==> src/rtl/prog_sweep_sched.sv <==
// prog_sweep_sched: write-verify sweep scheduler over BL/SL level, WL level and pulse width.
// Define SWEEP_ATTEMPT_CNT_EN to expose the saturating attempt counter as o_attempt_cnt.
module prog_sweep_sched #(
  parameter int BSL_BITS = 5,
  parameter int WL_BITS  = 8,
  parameter int PW_BITS  = 16,
  parameter int ATT_BITS = 8
) (
  input  logic                clk,
  input  logic                rst_n,
  input  logic                i_start,
  input  logic                i_abort,
  input  logic [ATT_BITS-1:0] i_max_attempts,
  input  logic [2:0]          i_loop_order,
  input  logic [BSL_BITS-1:0] i_bsl_start,
  input  logic [BSL_BITS-1:0] i_bsl_stop,
  input  logic [BSL_BITS-1:0] i_bsl_step,
  input  logic [WL_BITS-1:0]  i_wl_start,
  input  logic [WL_BITS-1:0]  i_wl_stop,
  input  logic [WL_BITS-1:0]  i_wl_step,
  input  logic [PW_BITS-1:0]  i_pw_start,
  input  logic [PW_BITS-1:0]  i_pw_stop,
  input  logic [PW_BITS-1:0]  i_pw_step,
  output logic                o_pulse_req,
  input  logic                i_pulse_done,
  output logic                o_verify_req,
  input  logic                i_verify_done,
  input  logic                i_verify_pass,
  output logic [BSL_BITS-1:0] o_bsl_lvl,
  output logic [WL_BITS-1:0]  o_wl_lvl,
  output logic [PW_BITS-1:0]  o_pw,
`ifdef SWEEP_ATTEMPT_CNT_EN
  output logic [ATT_BITS-1:0] o_attempt_cnt,
`endif
  output logic                o_busy,
  output logic                o_done,
  output logic                o_success
);
  typedef enum logic [2:0] {S_IDLE, S_LOAD, S_PULSE, S_VERIFY, S_STEP, S_FINISH} state_t;
  state_t r_state, w_nxt;
  logic [ATT_BITS-1:0] r_max, r_att, w_att_inc;
  logic [2:0]          r_order;
  logic [BSL_BITS-1:0] r_bsl_start, r_bsl_stop, r_bsl_step, r_bsl, w_bsl_nxt;
  logic [WL_BITS-1:0]  r_wl_start, r_wl_stop, r_wl_step, r_wl, w_wl_nxt;
  logic [PW_BITS-1:0]  r_pw_start, r_pw_stop, r_pw_step, r_pw, w_pw_nxt;
  logic [BSL_BITS:0]   w_bsl_sum;
  logic [WL_BITS:0]    w_wl_sum;
  logic [PW_BITS:0]    w_pw_sum;
  logic [2:0]          w_wrap, w_adv;
  logic [1:0]          w_inner, w_mid, w_outer;
  logic                w_exh, w_lim, r_success;
  // Sums carry one extra bit so an overflowing step reads as "past stop" and wraps.
  assign w_bsl_sum = {1'b0, r_bsl} + {1'b0, r_bsl_step};
  assign w_wl_sum  = {1'b0, r_wl} + {1'b0, r_wl_step};
  assign w_pw_sum  = {1'b0, r_pw} + {1'b0, r_pw_step};
  assign w_wrap = {(r_pw_step == '0) || (w_pw_sum > {1'b0, r_pw_stop}),
                   (r_wl_step == '0) || (w_wl_sum > {1'b0, r_wl_stop}),
                   (r_bsl_step == '0) || (w_bsl_sum > {1'b0, r_bsl_stop})};
  // Axis index 0 = bsl, 1 = wl, 2 = pw.
  assign w_inner = (r_order == 3'd1 || r_order == 3'd4) ? 2'd1 :
                   (r_order == 3'd3 || r_order == 3'd5) ? 2'd2 : 2'd0;
  assign w_mid   = (r_order == 3'd1 || r_order == 3'd3) ? 2'd0 :
                   (r_order == 3'd2 || r_order == 3'd4) ? 2'd2 : 2'd1;
  assign w_outer = 2'd3 - w_inner - w_mid;
  always_comb begin
    w_adv = '0;
    w_adv[w_inner] = 1'b1;
    w_adv[w_mid] = w_wrap[w_inner];
    w_adv[w_outer] = w_wrap[w_inner] & w_wrap[w_mid];
  end
  assign w_exh     = &w_wrap;
  assign w_bsl_nxt = !w_adv[0] ? r_bsl : w_wrap[0] ? r_bsl_start : w_bsl_sum[BSL_BITS-1:0];
  assign w_wl_nxt  = !w_adv[1] ? r_wl : w_wrap[1] ? r_wl_start : w_wl_sum[WL_BITS-1:0];
  assign w_pw_nxt  = !w_adv[2] ? r_pw : w_wrap[2] ? r_pw_start : w_pw_sum[PW_BITS-1:0];
  assign w_lim     = (r_max != '0) && (r_att == r_max);
`ifdef SWEEP_ATTEMPT_CNT_EN
  assign w_att_inc     = (r_max == '0 && &r_att) ? r_att : r_att + 1'b1;
  assign o_attempt_cnt = r_att;
`else
  assign w_att_inc = r_att + 1'b1;
`endif
  always_comb begin
    w_nxt = r_state;
    case (r_state)
      S_IDLE:   w_nxt = i_start ? S_LOAD : S_IDLE;
      S_LOAD:   w_nxt = S_PULSE;
      S_PULSE:  w_nxt = i_pulse_done ? S_VERIFY : S_PULSE;
      S_VERIFY: w_nxt = !i_verify_done ? S_VERIFY : (i_verify_pass || w_lim) ? S_FINISH : S_STEP;
      S_STEP:   w_nxt = w_exh ? S_FINISH : S_PULSE;
      default:  w_nxt = S_IDLE;
    endcase
    if (i_abort && r_state != S_IDLE && r_state != S_FINISH) w_nxt = S_FINISH;
  end
  always_ff @(posedge clk) begin
    if (!rst_n) begin
      r_state     <= S_IDLE;
      r_max       <= '0;
      r_order     <= '0;
      r_bsl_start <= '0;
      r_bsl_stop  <= '0;
      r_bsl_step  <= '0;
      r_wl_start  <= '0;
      r_wl_stop   <= '0;
      r_wl_step   <= '0;
      r_pw_start  <= '0;
      r_pw_stop   <= '0;
      r_pw_step   <= '0;
      r_bsl       <= '0;
      r_wl        <= '0;
      r_pw        <= '0;
      r_att       <= '0;
      r_success   <= 1'b0;
    end else begin
      r_state <= w_nxt;
      if (r_state == S_LOAD) begin
        r_max       <= i_max_attempts;
        r_order     <= i_loop_order;
        r_bsl_start <= i_bsl_start;
        r_bsl_stop  <= i_bsl_stop;
        r_bsl_step  <= i_bsl_step;
        r_wl_start  <= i_wl_start;
        r_wl_stop   <= i_wl_stop;
        r_wl_step   <= i_wl_step;
        r_pw_start  <= i_pw_start;
        r_pw_stop   <= i_pw_stop;
        r_pw_step   <= i_pw_step;
        r_bsl       <= i_bsl_start;
        r_wl        <= i_wl_start;
        r_pw        <= i_pw_start;
        r_att       <= '0;
        r_success   <= 1'b0;
      end
      if (r_state == S_PULSE && i_pulse_done && !i_abort) r_att <= w_att_inc;
      if (r_state == S_STEP && !i_abort && !w_exh) begin
        r_bsl <= w_bsl_nxt;
        r_wl  <= w_wl_nxt;
        r_pw  <= w_pw_nxt;
      end
      if (r_state == S_VERIFY && i_verify_done && i_verify_pass && !i_abort) r_success <= 1'b1;
    end
  end
  assign o_pulse_req  = r_state == S_PULSE;
  assign o_verify_req = r_state == S_VERIFY;
  assign o_busy       = r_state != S_IDLE && r_state != S_FINISH;
  assign o_done       = r_state == S_FINISH;
  assign o_success    = r_success;
  assign o_bsl_lvl    = r_bsl;
  assign o_wl_lvl     = r_wl;
  assign o_pw         = r_pw;
endmodule

==> config.mk <==
export PLATFORM = sky130hd
export DESIGN_NAME = prog_sweep_sched
export DESIGN_NICKNAME = d
export VERILOG_FILES = /design/src/rtl/prog_sweep_sched.sv
export SDC_FILE = /design/constraint.sdc
export NUM_CORES = 1
export LEC_CHECK = 0
export CAP_MARGIN = 20
export CORE_ASPECT_RATIO = 0.6
export CORE_UTILIZATION = 54
export CTS_CLUSTER_SIZE = 24
export DETAILED_ROUTE_END_ITERATION = 16
export PLACE_DENSITY_LB_ADDON = 0.1
export SETUP_SLACK_MARGIN = 0.15
export SYNTH_ARGS = -nofsm -noshare
export SYNTH_HDL_FRONTEND = slang
export SYNTH_SLANG_ARGS = --single-unit
export TNS_END_PERCENT = 20
==> constraint.sdc <==
create_clock -name clk -period 5 [get_ports clk]
set_clock_uncertainty 0.05 [all_clocks]
set_input_delay 1 -clock clk [delete_from_list [all_inputs] [get_ports clk]]
set_output_delay 1 -clock clk [all_outputs]
set_load 0.01 [all_outputs]
==> impl_metrics.ini <==
[worst_setup_path]
crit_arrival_ns = 5.09
cp_max_fo = 8
end_kind = flop
cp.required_ns = 5.30
crit_type = reg -> reg
start_kind = flop

[die]
initial_core_util_pct = 55.4
pin_count = 139
dieArea_sq_um = 15400
die_width_microns = 160
fp-row-count = 34
dieHeight_microns = 96.6
core-area_sq_um = 14500

[timing]
period_share_pct = 95.7
setup_tns_ns = 0
slew_viol_final = 0
rsz0062_at_grt = yes
worst_pin_slew_ns = 0.914
relSlewSlack_pct = 39.0
setup-violations-final = 0
max_freq_ghz = 0.209
period_needed_ns = 4.79
hold_viol = 0

[synthesis]
yosysWarnings = 0
synth_edf_count = 0
synth_cell_types = 67
synth-seq-cells = 139
syn_inst = 1038
syn_avg_cell_area_sq_um = 7.77
synth_area_leader_cell = dfxtp_1
seq_area_frac_synth_pct = 34.5
synth_area_leaders = dfxtp_1 (35%), nand2_1 (11%), ha_1 (9.3%)
async_reset_ff_share_pct = 0
yosysMostFrequentCell = nand2_1
yosysTopAreaCellShare_pct = 34.5
synth_nets = 1206
synth_commonest_cells = nand2_1 (243), a21oi_1 (148), dfxtp_1 (139)
netlist_area_sq_um = 8060
synth-main-ff-cell = dfxtp_1

[cells_and_area]
area_delta_synth_final_pct = 31.3
fillers = 1173
nets = 1338
final_cells = 1381
drive_gt1_share_pct = 10.5
finish.utilization_pct = 72.7
diodes = 0

[clock_network]
cts-buffers-inserted = 17
cts_sinks = 139
cts_tree = built
ctsHoldBuffers = 0
htree_levels = 4
clock-root-buffer = clkbuf_16
clk_latency_ns = 0.42
clockBufferDepth = 2
clkTransAtPathRegs_ns = 0.07

[grt]
grt_busiest_layer = met1
grt_pass1_vias = 7426
grt_first_pass_wirelength_microns = 38700
grt_max_degree = 84
grt_usage_pct = 31.7
grt_use_met2_pct = 43.0
grt-ovfl-total = 0
grtUsageMet1_pct = 47.1
antenna_found_initial = 0
use_met3_pct = 10.8

[detailed_routing]
drt_iter0_markers = 690
dr.pass1.iters = 7
route.detailed.drc = 0
ant_nets = 0
drt-total-wl_microns = 24500
drt-vias-per-instance = 5.78
vias = 7980
wire_per_inst_microns = 17.7

[worst_hold_path]
hold_path_class = reg -> reg

[pwr]
cellPowerDensity_nw_per_um2 = 654
leakagePower_nw = 4.05
peakVddDrop_v = 0.000389

[run]
drv_cap = 0

[status]
outcome = complete, no violations

[placement]
place_congestion = 0.925
hpwlAfterDp_microns = 16800
io_buffers = 138
dpl.cell_count = 1337
## layout by cell type (no fill, tap or decap), drive strengths merged, types with 7 or more instances in the layout
master and count:
clkbuf 20, a21oi 149, inv 48, dfxtp 139
nand2 243, o221a 8, o21a 15, ha 60
xor2 7, mux2i 27, xnor2 23, nand3 11
buf 33, clkdlybuf4s50 137, nand2b 8, nor4 9
a211oi 17, nor3 20, nor2 47, a21o 11
o21ai 45, o211ai 11
## worst paths after layout
kind                      start            end  slack [ns]  cells past startpoint
setup reg to reg        o_pw[0]        o_pw[4]        0.21                     20
setup / recovery        o_pw[0]        o_pw[4]        0.21                     20
hold / removal    r_bsl_stop[3]  r_bsl_stop[3]        0.40                      2
hold reg to reg   r_bsl_stop[3]  r_bsl_stop[3]        0.40                      2
## worst max-delay path, cell delays in order (launching register included)
cell,delay (ns)
dfxtp_2,0.34
ha_4,0.18
fa_2,0.41
a211oi_2,0.31
o21bai_1,0.12
a21oi_2,0.21
o21bai_1,0.11
a21oi_2,0.20
xnor2_2,0.14
ha_1,0.32
nand4_1,0.11
or3_4,0.37
nand2b_4,0.16
a41oi_4,0.26
nor2_1,0.11
a2111oi_2,0.33
buf_4,0.19
and4_4,0.23
or2_4,0.14
bufbuf_16,0.27
mux2i_1,0.17
## cell type report
type                    count  area [sq um]  share of cell area (%)
inverters                  46           174                    1.64
clock buffers              20           447                    4.22
flip-flops and latches    139          2790                    26.4
multi-input cells         795          5060                    47.8
repair buffers            171          1700                    16.1
clock inverters            12           164                    1.55
well taps                 198           248                    2.34
## cell families after synthesis
group,share of synthesized area [%]
simple gates,20.2
compound gates,23.1
flops,34.5
buf+inv,5.40
fa+ha+maj,10.1
xor+xnor,3.26
mux,3.49
## where the power goes
group,total (W),switching (W),internal (W)
Sequential,0.00166,0.000271,0.00138
Combinational,0.00394,0.00225,0.00169
Clock,0.00132,0.000518,0.000804
Total,0.00692,0.00304,0.00388
## metrics by stage
step                      total power, W  hold slack [ns]  setup slack, ns  instance area [sq um]
after floorplan                  0.00398            0.386            0.386                   8060
after global placement           0.00496            0.389            0.100                   9650
after detailed placement         0.00503            0.398         -0.00916                   9650
after CTS                        0.00654            0.406            0.159                  10400
after global routing             0.00736            0.423           0.0649                  10600
final                            0.00692            0.404            0.213                  10600
## sequential cells by signal, summed over array words and instances, names as in the netlist, 8 cells and up
| signal | cells |
|---|---|
| r_wl_start | 8 |
| r_max | 8 |
| r_wl_step | 8 |
| r_pw_start | 16 |
| r_att | 8 |
| r_wl_stop | 8 |
| o_pw | 16 |
| o_wl_lvl | 8 |
| r_pw_step | 16 |
| r_pw_stop | 16 |
## per-layer routing
layer  vias to the layer above  share of wire [%]
met2                       339                 41
li1                       3891                  -
met3                        25                 10
met5                         -                  0
met4                         0                1.0
met1                      3725                 48
## repair_timing
| item | CTS | global route |
|---|---|---|
| resized for setup | 18 | 27 |
| endpoints found under the setup margin | 29 | 30 |
| gates cloned | 1 | 0 |
| pin swaps | 7 | 16 |
| buffers inserted | 4 | 7 |
Power figures use the tool's default switching activity.
